[config.mk]
export PLATFORM = sky130hd
export DESIGN_NAME = pipe_datapath
export DESIGN_NICKNAME = d
export VERILOG_FILES = /design/src/rtl/pipe_datapath.sv
export SDC_FILE = /design/constraint.sdc
export NUM_CORES = 1
export LEC_CHECK = 0
export BUFFER_PORTS_ARGS = -buffer_cell sky130_fd_sc_hd__buf_2
export CAP_MARGIN = 10
export CORE_ASPECT_RATIO = 0.75
export CORE_MARGIN = 1.5
export CORE_UTILIZATION = 40
export CTS_BUF_LIST = sky130_fd_sc_hd__clkbuf_4
export DETAILED_ROUTE_END_ITERATION = 8
export HOLD_SLACK_MARGIN = 0.06
export SLEW_MARGIN = 20
export SYNTH_ARGS = -nofsm -noshare
export SYNTH_HDL_FRONTEND = slang
export SYNTH_SLANG_ARGS = --single-unit
export TNS_END_PERCENT = 30
[constraint.sdc]
create_clock -name clk -period 5.8 [get_ports clk]
set_clock_uncertainty 0.2 [all_clocks]
set_input_delay 0.58 -clock clk [delete_from_list [all_inputs] [get_ports clk]]
set_output_delay 0.58 -clock clk [all_outputs]
set_load 0.05 [all_outputs]
[src/rtl/pipe_datapath.sv]
// pipe_datapath: two-stage pipelined register-file datapath.
//   Stage D holds the accepted instruction, reads rs/rt and runs the ALU
//   combinationally. Stage E registers the result, which is shown on the
//   outputs and written to the register file at the edge that ends E.
//   Latency 2 edges, throughput 1 instruction per cycle.
//
// Build option:
//   FWD_EN defined   - the E result is forwarded into D on a read-after-write
//                      hazard, so the pipeline never stalls.
//   FWD_EN undefined - interlock: D holds for one cycle, a bubble enters E,
//                      and the instruction reads the written-back value.
//
// Ports:
//   clk        rising-edge clock
//   reset      asynchronous active-low reset
//   in_valid   instruction present
//   in_ready   instruction accepted when in_valid & in_ready at a clk edge
//   instr      {opcode[3:0], rd, rs, rt/imm}
//   init_en    accepted instruction is a LOAD (opcode ignored)
//   init_data  LOAD value
//   out_valid  alu_out/out_rd carry a stage-E result this cycle
//   alu_out    stage-E result
//   out_rd     stage-E destination register
//   out_zero   alu_out == 0, qualified by out_valid
module pipe_datapath #(
    parameter  int DATA_W  = 16,
    parameter  int ADDR_W  = 4,
    localparam int INSTR_W = 4 + 3*ADDR_W
) (
    input  logic               clk,
    input  logic               reset,
    input  logic               in_valid,
    output logic               in_ready,
    input  logic [INSTR_W-1:0] instr,
    input  logic               init_en,
    input  logic [DATA_W-1:0]  init_data,
    output logic               out_valid,
    output logic [DATA_W-1:0]  alu_out,
    output logic [ADDR_W-1:0]  out_rd,
    output logic               out_zero
);
    localparam logic [3:0] OP_ADD  = 4'd0;
    localparam logic [3:0] OP_SUB  = 4'd1;
    localparam logic [3:0] OP_AND  = 4'd2;
    localparam logic [3:0] OP_OR   = 4'd3;
    localparam logic [3:0] OP_XOR  = 4'd4;
    localparam logic [3:0] OP_SLL  = 4'd5;
    localparam logic [3:0] OP_SRL  = 4'd6;
    localparam logic [3:0] OP_ADDI = 4'd7;

    // Field order matches {instr, init_en, init_data} so D loads in one go.
    typedef struct packed {
        logic [3:0]        op;
        logic [ADDR_W-1:0] rd;
        logic [ADDR_W-1:0] rs;
        logic [ADDR_W-1:0] rt;
        logic              ld;
        logic [DATA_W-1:0] ldv;
    } dreq_t;

    typedef struct packed {
        logic [DATA_W-1:0] res;
        logic [ADDR_W-1:0] rd;
    } eres_t;

    logic              run;       // low until the first edge after reset release
    logic [1:0]        vld_pipe;  // [0] D occupied, [1] E holds a writeback result
    dreq_t             d_q;
    eres_t             e_q;
    logic [DATA_W-1:0] rf [2**ADDR_W];

    logic              use_rs, use_rt, wb_op;
    logic              hit_rs, hit_rt, stall;
    logic [DATA_W-1:0] opa, opb, res;

    // Hazard detection: only E can hold a write not yet in the register file.
    always_comb begin
        use_rs = !d_q.ld && (d_q.op <= OP_ADDI);
        use_rt = !d_q.ld && (d_q.op <= OP_XOR);
        wb_op  =  d_q.ld || (d_q.op <= OP_ADDI);
        hit_rs = vld_pipe[0] && vld_pipe[1] && use_rs && (d_q.rs == e_q.rd);
        hit_rt = vld_pipe[0] && vld_pipe[1] && use_rt && (d_q.rt == e_q.rd);
`ifdef FWD_EN
        stall = 1'b0;
        opa   = hit_rs ? e_q.res : rf[d_q.rs];
        opb   = hit_rt ? e_q.res : rf[d_q.rt];
`else
        stall = hit_rs || hit_rt;
        opa   = rf[d_q.rs];
        opb   = rf[d_q.rt];
`endif
    end

    // ALU; the rt field doubles as the unsigned immediate / shift amount.
    always_comb begin
        res = '0;
        if (d_q.ld) begin
            res = d_q.ldv;
        end else begin
            case (d_q.op)
                OP_ADD:  res = opa + opb;
                OP_SUB:  res = opa - opb;
                OP_AND:  res = opa & opb;
                OP_OR:   res = opa | opb;
                OP_XOR:  res = opa ^ opb;
                OP_SLL:  res = (32'(d_q.rt) >= DATA_W) ? '0 : opa << d_q.rt;
                OP_SRL:  res = (32'(d_q.rt) >= DATA_W) ? '0 : opa >> d_q.rt;
                OP_ADDI: res = opa + DATA_W'(d_q.rt);
                default: res = '0;
            endcase
        end
    end

    assign in_ready = run && !stall;

    always_ff @(posedge clk or negedge reset) begin
        if (!reset) begin
            run      <= 1'b0;
            vld_pipe <= '0;
            d_q      <= '0;
            e_q      <= '0;
        end else begin
            run <= 1'b1;
            // On a stall D keeps its instruction and no new one is taken.
            if (!stall) begin
                vld_pipe[0] <= in_valid && in_ready;
                if (in_valid && in_ready)
                    d_q <= {instr, init_en, init_data};
            end
            // NOP/reserved and stalled cycles enter E as bubbles.
            vld_pipe[1] <= vld_pipe[0] && !stall && wb_op;
            if (vld_pipe[0] && !stall && wb_op) begin
                e_q.res <= res;
                e_q.rd  <= d_q.rd;
            end
        end
    end

    // Writeback at the edge ending E; a same-edge read in D sees the old value.
    always_ff @(posedge clk or negedge reset) begin
        if (!reset) begin
            for (int i = 0; i < 2**ADDR_W; i++)
                rf[i] <= '0;
        end else if (vld_pipe[1]) begin
            rf[e_q.rd] <= e_q.res;
        end
    end

    assign out_valid = vld_pipe[1];
    assign alu_out   = e_q.res;
    assign out_rd    = e_q.rd;
    assign out_zero  = vld_pipe[1] && (e_q.res == '0);

endmodule

# Word level (Yosys, flattened, before mapping)
# Cells that the tools add are included.
# op_classes
add_sub_neg	3
magnitude_cmp	6
eq_ne	9
shifts	2
mux	11
bitwise_logic	7
n_reduce_logical	20
# op_table
operator	count
$bwmux 256	1
$bmux 16 s4	2
$pmux 16 s8	1
$mux 16	6
$demux 16 s4	1
$add 16x16->16	1
$add 16x4->16	1
$and 16x16->16	1
$eq 4x3->1 const B	4
$logic_not 16->1	1
$or 16x16->16	1
$shl 16x4->16	1
$shr 16x4->16	1
$sub 16x16->16	1
$xor 16x16->16	1
$ge 5x5->1 const B	3
$not 4->5	3
$logic_and 1x1->1	13
$eq 4x2->1 const B	2
$eq 4x4->1	2
$le 4x3->1 const B	2
$lt 5x1->1 const B	1
$eq 4x1->1 const B	1
$logic_not 4->1	1
other kinds (4)	6
# totals
register_bits	312
output_inout_bits	23
elab_cells	85

# Depth between registers and ports, before layout
# Gate-level depths: netlist of the first run.
# logic_depth
depth_word	9
depth_mapped	22

# Worst setup path before layout of the first run
# OpenSTA, ideal clock, no wires.
# synth_timing
path_type	register to register
startpoint	reg d_q[18] (netlist name)
endpoint	reg e_q, in the netlist alu_out[13]
arrival_time_ns	4.482
t_required_ns	5.471
setup_slack_ns	0.989
path_stages_with_launch	21
n_path_buf	2
path_cell_list	dfrtp_1 buf_2 clkbuf_1 mux4_2 a22o_1 a221oi_4 inv_2 or4_4 nor2_1 nand4_1 xnor2_1 o22ai_1 ha_1 a21oi_1 nor2b_1 or4_1 a311oi_1 nor2_1 xor2_1 a221oi_1 a21oi_1
# synth_via
elab_chain_len	7
word_cells_on_any_way	20
cone_classes	add/sub: 3; eq/ne: 1; shift: 2; mux: 5; bitwise: 4; reduce/logical: 5
# synth_lines
item	line	source
start, declared	68	dreq_t d_q;
start signal, assigned	128	d_q <= {instr, init_en, init_data};
$not 4->5 (implied by the code)	90	opb = rf[d_q.rt];
$bmux 16 s4	90	
$mux 16 (implied by the code) (2 in series)	90	
$sub 16x16->16, or another cell as far along	102	OP_SUB: res = opa - opb;
$pmux 16 s8	100	case (d_q.op)
$mux 16	97	if (d_q.ld) begin
end, declared	69	eres_t e_q;
# Parallel ways exist; a longest one is shown, timed or not. The select of a mux whose other input is x is not followed.
# A chain may end at the register's enable or synchronous reset.

# Final worst setup path of the first run
# layout_timing
startpoint	reg d_q[17] (netlist name)
endpoint	reg e_q, in the netlist alu_out[8]
# Same word-level chain as after synthesis.

==> results.ini, run 1 <==
[sta]
slew-limit-headroom=0.2792
fin_crit_sh=0.9412
fmax_ghz=0.1832
fin_ws_ns=0.3410
rsz0062_at_grt=false
setup_tns_ns=0
finalMaxSlewViolations=0
fin_crit_ns=5.459
worstMarginPinSlew_ns=1.081
hold_viol=0
setup_viol=0

[power_and_ir_drop]
peakVddDrop_v=0.0002572
switching_power_mw=3.870
pwr_density_cell_nw_per_um2=443.4
swShare=0.4024
clockPowerShare=0.205
power_frac_seq=0.359
internal_power_mw=5.748
leakagePower_nw=9.730
p_comb_frac=0.436

[synthesis]
avgSynthCellArea_um2=12.81
yosysSeqAreaShare=0.4059
syn_nets=1590
synthFlopType=dfrtp_1
synth_cell_type_count=73
async_reset_ff_frac=1.000
syn_area_um2=19230
yosys_register_bits=312
syn_inst=1501
ys_warn_count=0
synth_edf_count=0

[worst_setup_path]
worstPathRequired_ns=6.22
cp_max_fo=19
worst-r2r-cell-count=16
critPathLaunchType=flop
crit_arrival_ns=5.88
path_class=flop to flop
endpoint_kind=flop

[cells_and_area]
nNetsFinal=1709
drive_gt1_frac=0.4086
n_fill_cell=4267
register_area_um2=7820
diodes=0
multi_input_area_um2=10710
syn_to_final_growth_pct=12.79

[detailed_routing]
drt_iter0_drc=1663
wl_um=62630
first_pass_iters=6
postRouteAntennaNets=0
post_drt_wl_per_cell_um=27.08
vias=14240
via_per_inst=6.157
drc=0

[cts]
cts_tree=yes
clock-sinks=312
insertion_delay_ns=0.79
path_clk_slew_ns=0.08
cts_made_buffers=82
cts.path.max_buffers=3
cts_root_buf=clkbuf_4
cts_max_level=3

[die]
die_y_um=192.9
rows=69
start_util=0.4058
die-area_um2=49430
dieWidth_um=256.2
core_area_um2=47400
pin_count=59

[place]
place_congestion=0.9567
port_buffers=58
post-place-ws_ns=0.4034
post-dp-hpwl_um=41940

[global_routing]
track_usage=0.2541
grt_max_degree=163
grt_pass1_wl_um=92650
grt-ovfl-total=0
antenna_found_initial=0
grt_pass1_vias=13960

[status]
status=finished clean

[run]
drv_cap=0

[hold_path]
hold_path.class=primary input to async pin

==> sequential cells by signal (all words and copies together), names as in the netlist <==
register	count
run	1
vld_pipe	2
alu_out	16
out_rd	4
rf	256
d_q	33
==> synth_stat cells, drive strengths merged, types with 8 or more instances <==
library cell / count / share of area
xnor2: 25 / 0.011
clkbuf: 75 / 0.015
a21oi: 39 / 0.010
nand3b: 10 / 0.0039
nand2: 98 / 0.019
a221oi: 24 / 0.013
inv: 40 / 0.0078
a22oi: 24 / 0.0094
nor2: 71 / 0.014
or3: 9 / 0.0029
nand2b: 8 / 0.0026
dfrtp: 312 / 0.41
ha: 52 / 0.034
o21ai: 54 / 0.014
buf: 45 / 0.019
mux2: 290 / 0.17
mux2i: 23 / 0.012
mux4: 145 / 0.18
nor3: 17 / 0.0047
nand3: 17 / 0.0044
xor2: 8 / 0.0036
o221ai: 8 / 0.0036
==> repair_timing <==
item,in CTS,in global routing
endpoints found under the setup margin,0,0
gates resized for setup,0,0
hold buffers,34,0
hold endpoints to repair,126,0
setup buffers,0,0
==> placed cells by master, fill, tap and decap left out, types with 6 or more instances in the layout <==
cell,instances
nor3_1,14
dlygate4sd3_1,34
dfrtp_1,308
nor4_1,6
mux2i_1,23
mux4_1,35
a221oi_1,18
a22oi_1,24
clkinv_1,12
buf_4,58
nand2b_1,7
a22o_1,6
nor2_1,62
nand3b_1,10
and3_1,7
ha_1,52
o221ai_1,8
nand3_1,17
o22ai_1,7
o21ai_1,13
or3_1,9
a21oi_1,39
nand2_1,98
xnor2_1,25
clkbuf_4,119
xor2_1,8
buf_2,57
mux4_2,110
mux2_2,290
o21ai_0,41
inv_1,35
==> per-layer routing <==
metal,up-vias,global-route usage,wire [µm]
met5,-,0,0
met4,0,0.06623,1178
met3,93,0.05582,5223
met2,653,0.3738,27380
met1,7467,0.3782,28850
li1,6029,-,-
==> final cells by class <==
class                      instances  share of cell area
clock buffer                     119             0.04118
clock inverter                    19            0.006575
inverter                          41            0.007094
multi-input combinational       1028              0.4936
sequential                       312              0.3605
tap                              639             0.03685
timing repair buffer             155             0.05421
==> logic make-up (layout without fill, tap and decap cells) <==
family,Yosys count,count (layout),share of synthesized area
buffers and inverters,161,334,0.04124
other,1,1,0.0001950
XOR/XNOR,33,33,0.01503
multiplexers,458,458,0.3584
flip-flops,312,312,0.4059
AND/OR/NAND/NOR,265,265,0.06453
adder cells (fa/ha/maj),53,53,0.03487
AO/OA/AOI/OAI,218,218,0.07988
==> power groups by stage <==
stage | Combinational, mW | Clock, mW | Sequential (mW)
after floorplan | 2.89 | 0 | 3.32
after global placement | 4.04 | 0 | 3.43
after detailed placement | 4.10 | 0 | 3.47
after CTS | 4.13 | 2.03 | 3.43
after global routing | 4.46 | 2.14 | 3.54
final | 4.19 | 1.97 | 3.46
==> through the flow <==
step	hold WS (ns)	total power [mW]	utilization	instance area, µm²	instances
finish	0.2094	9.619	0.4577	21690	2313
global route	0.2304	10.15	0.4577	21690	2313
CTS	0.1787	9.591	0.4577	21690	2313
detailed placement	0.2583	7.567	0.4287	20320	2141
global placement	0.2468	7.476	0.4287	20320	2141
floorplan	0.08441	6.209	-	19230	1501
==> critical path, stage by stage (launching register included) <==
cell       delay, ns
dfrtp_4         0.70
buf_12          0.23
mux4_1          0.59
mux4_2          0.55
or3_1           0.42
buf_4           0.18
o31ai_1         0.28
xnor2_1         0.10
nor2_1          0.26
ha_1            0.33
a21o_1          0.20
o21a_1          0.19
o21ai_0         0.22
nand2b_1        0.12
xor2_1          0.15
a2111oi_0       0.44
a31oi_1         0.14
==> final timing paths <==
check	endpoint	start	slack, ns
worst max-delay path	alu_out[8]	d_q[17]	0.34
worst min-delay path	rf[46]	reset	0.21
worst max register to register	alu_out[8]	d_q[17]	0.34
worst min register to register	out_rd[2]	d_q[27]	0.28
max in group asynchronous	rf[250]	reset	3.73
min in group clk	out_rd[2]	d_q[27]	0.28
Power figures use the tool's default switching activity.
==> run 2: changes to the inputs <==
- CORE_ASPECT_RATIO: 0.75 -> unset
- CTS_BUF_LIST: sky130_fd_sc_hd__clkbuf_4 -> unset
- MAX_ROUTING_LAYER: unset -> met4
==> results.ini, run 2 (same netlist as run 1, synthesis figures left out) <==
[detailed_routing]
drt_iter0_drc=1307
drc=0
postRouteAntennaNets=0
vias=13780
via_per_inst=6.231
wl_um=59420
first_pass_iters=9
post_drt_wl_per_cell_um=26.86

[sta]
worstMarginPinSlew_ns=1.234
setup_viol=0
fmax_ghz=0.1820
slew-limit-headroom=0.1697
hold_viol=0
fin_crit_ns=5.496
rsz0062_at_grt=false
fin_ws_ns=0.3044
finalMaxSlewViolations=0
fin_crit_sh=0.9475
setup_tns_ns=0

[die]
die_y_um=222.3
core_area_um2=47550
dieWidth_um=222.3
pin_count=59
die-area_um2=49410
rows=80
start_util=0.4046

[global_routing]
grt_pass1_vias=13940
track_usage=0.2476
grt_pass1_wl_um=89740
antenna_found_initial=0
grt-ovfl-total=0
grt_max_degree=115

[worst_setup_path]
worstPathRequired_ns=6.04
path_class=flop to flop
critPathLaunchType=flop
crit_arrival_ns=5.74
cp_max_fo=30
endpoint_kind=flop

[power_and_ir_drop]
leakagePower_nw=9.706
pwr_density_cell_nw_per_um2=450.4
p_total_mw=9.832
peakVddDrop_v=0.0002178

[cts]
cts_root_buf=clkbuf_16
cts_max_level=2
cts.path.max_buffers=3
path_clk_slew_ns=0.06
cts_made_buffers=37
insertion_delay_ns=0.58
cts_tree=yes
clock-sinks=312

[cells_and_area]
multi_input_area_um2=10700
nNetsFinal=1662
final_cell_mix=308 x dfrtp_1, 290 x mux2_2, 110 x mux4_2
syn_to_final_growth_pct=13.49
drive_gt1_frac=0.3851
register_area_um2=7820
largest_register=rf
diodes=0
largest_register_ffs=256
n_fill_cell=4262
post-route-util=0.4591
mostFrequentLayoutCell=dfrtp_1

[run]
drv_cap=0

[place]
post-place-ws_ns=0.3350
place_congestion=0.9518
post-dp-hpwl_um=39550
port_buffers=58

[hold_path]
hold_path.class=primary input to flop

[status]
status=finished clean

## run 2: changes by cell type in the layout (fill, tap and decap cells not counted), sizes merged
cell,previous run,this run
dlygate4sd3,34,32
clkinv,17,9
clkbuf,119,50
clkinvlp,0,2
## run 2: area by class of cell
cell class,count,share of cell area
Clock buffer,50,0.04837
Clock inverter,13,0.006878
Inverter,41,0.007050
Multi-Input combinational cell,1028,0.4903
Sequential cell,312,0.3582
Tap cell,615,0.03525
Timing Repair Buffer,153,0.05388
## run 2: worst max-delay path, stage by stage (launching register included)
cell,delay (ns)
dfrtp_4,0.62
buf_12,0.29
mux4_2,0.54
a22o_1,0.26
a221oi_2,0.40
nand4_1,0.25
o31ai_1,0.49
xnor2_1,0.19
nor2_1,0.06
ha_1,0.35
a21oi_1,0.18
nor2b_1,0.07
or4_1,0.40
a311oi_1,0.35
nor2_1,0.11
xor2_1,0.16
a221oi_1,0.28
a21oi_1,0.10
## run 2: final timing paths
path,from,endpoint,slack [ns],depth (start not counted)
max,d_q[17],alu_out[13],0.30,17
min,instr[2],d_q[19],0.08,2
max reg2reg,d_q[17],alu_out[13],0.30,17
min reg2reg,d_q[26],out_rd[1],0.27,2
max in group asynchronous,reset,d_q[17],3.79,3
min in group asynchronous,reset,rf[29],0.42,2
## run 2: repair_timing
item / in CTS / in global routing
setup buffers: 0 / 1
gates resized for setup: 0 / 0
endpoints found under the setup margin: 0 / 1
hold buffers: 32 / 0
endpoints found under the hold margin: 127 / 0
## run 2: report_power, final
part | switching (mW) | internal [mW] | total [mW]
sequential | 0.636 | 2.81 | 3.45
combinational | 2.14 | 1.91 | 4.05
clock | 0.958 | 1.37 | 2.33
total | 3.74 | 6.10 | 9.83
## run 2: metal layers
| metal | wire length (µm) | global-route usage | part of all wire |
|---|---|---|---|
| met1 | 26170 | 0.3310 | 0.44 |
| met4 | 2314 | 0.1001 | 0.039 |
| met2 | 27690 | 0.3820 | 0.47 |
| met3 | 3243 | 0.03293 | 0.055 |
| met5 | 0 | - | 0 |
## run 2: metrics by stage
stage,hold WS [ns],area [µm²],cells
after floorplan,0.08441,19230,1501
after global placement,0.2462,20280,2116
after detailed placement,0.2537,20280,2116
after CTS,0.06924,21800,2211
after global routing,0.07986,21830,2212
final,0.07548,21830,2212
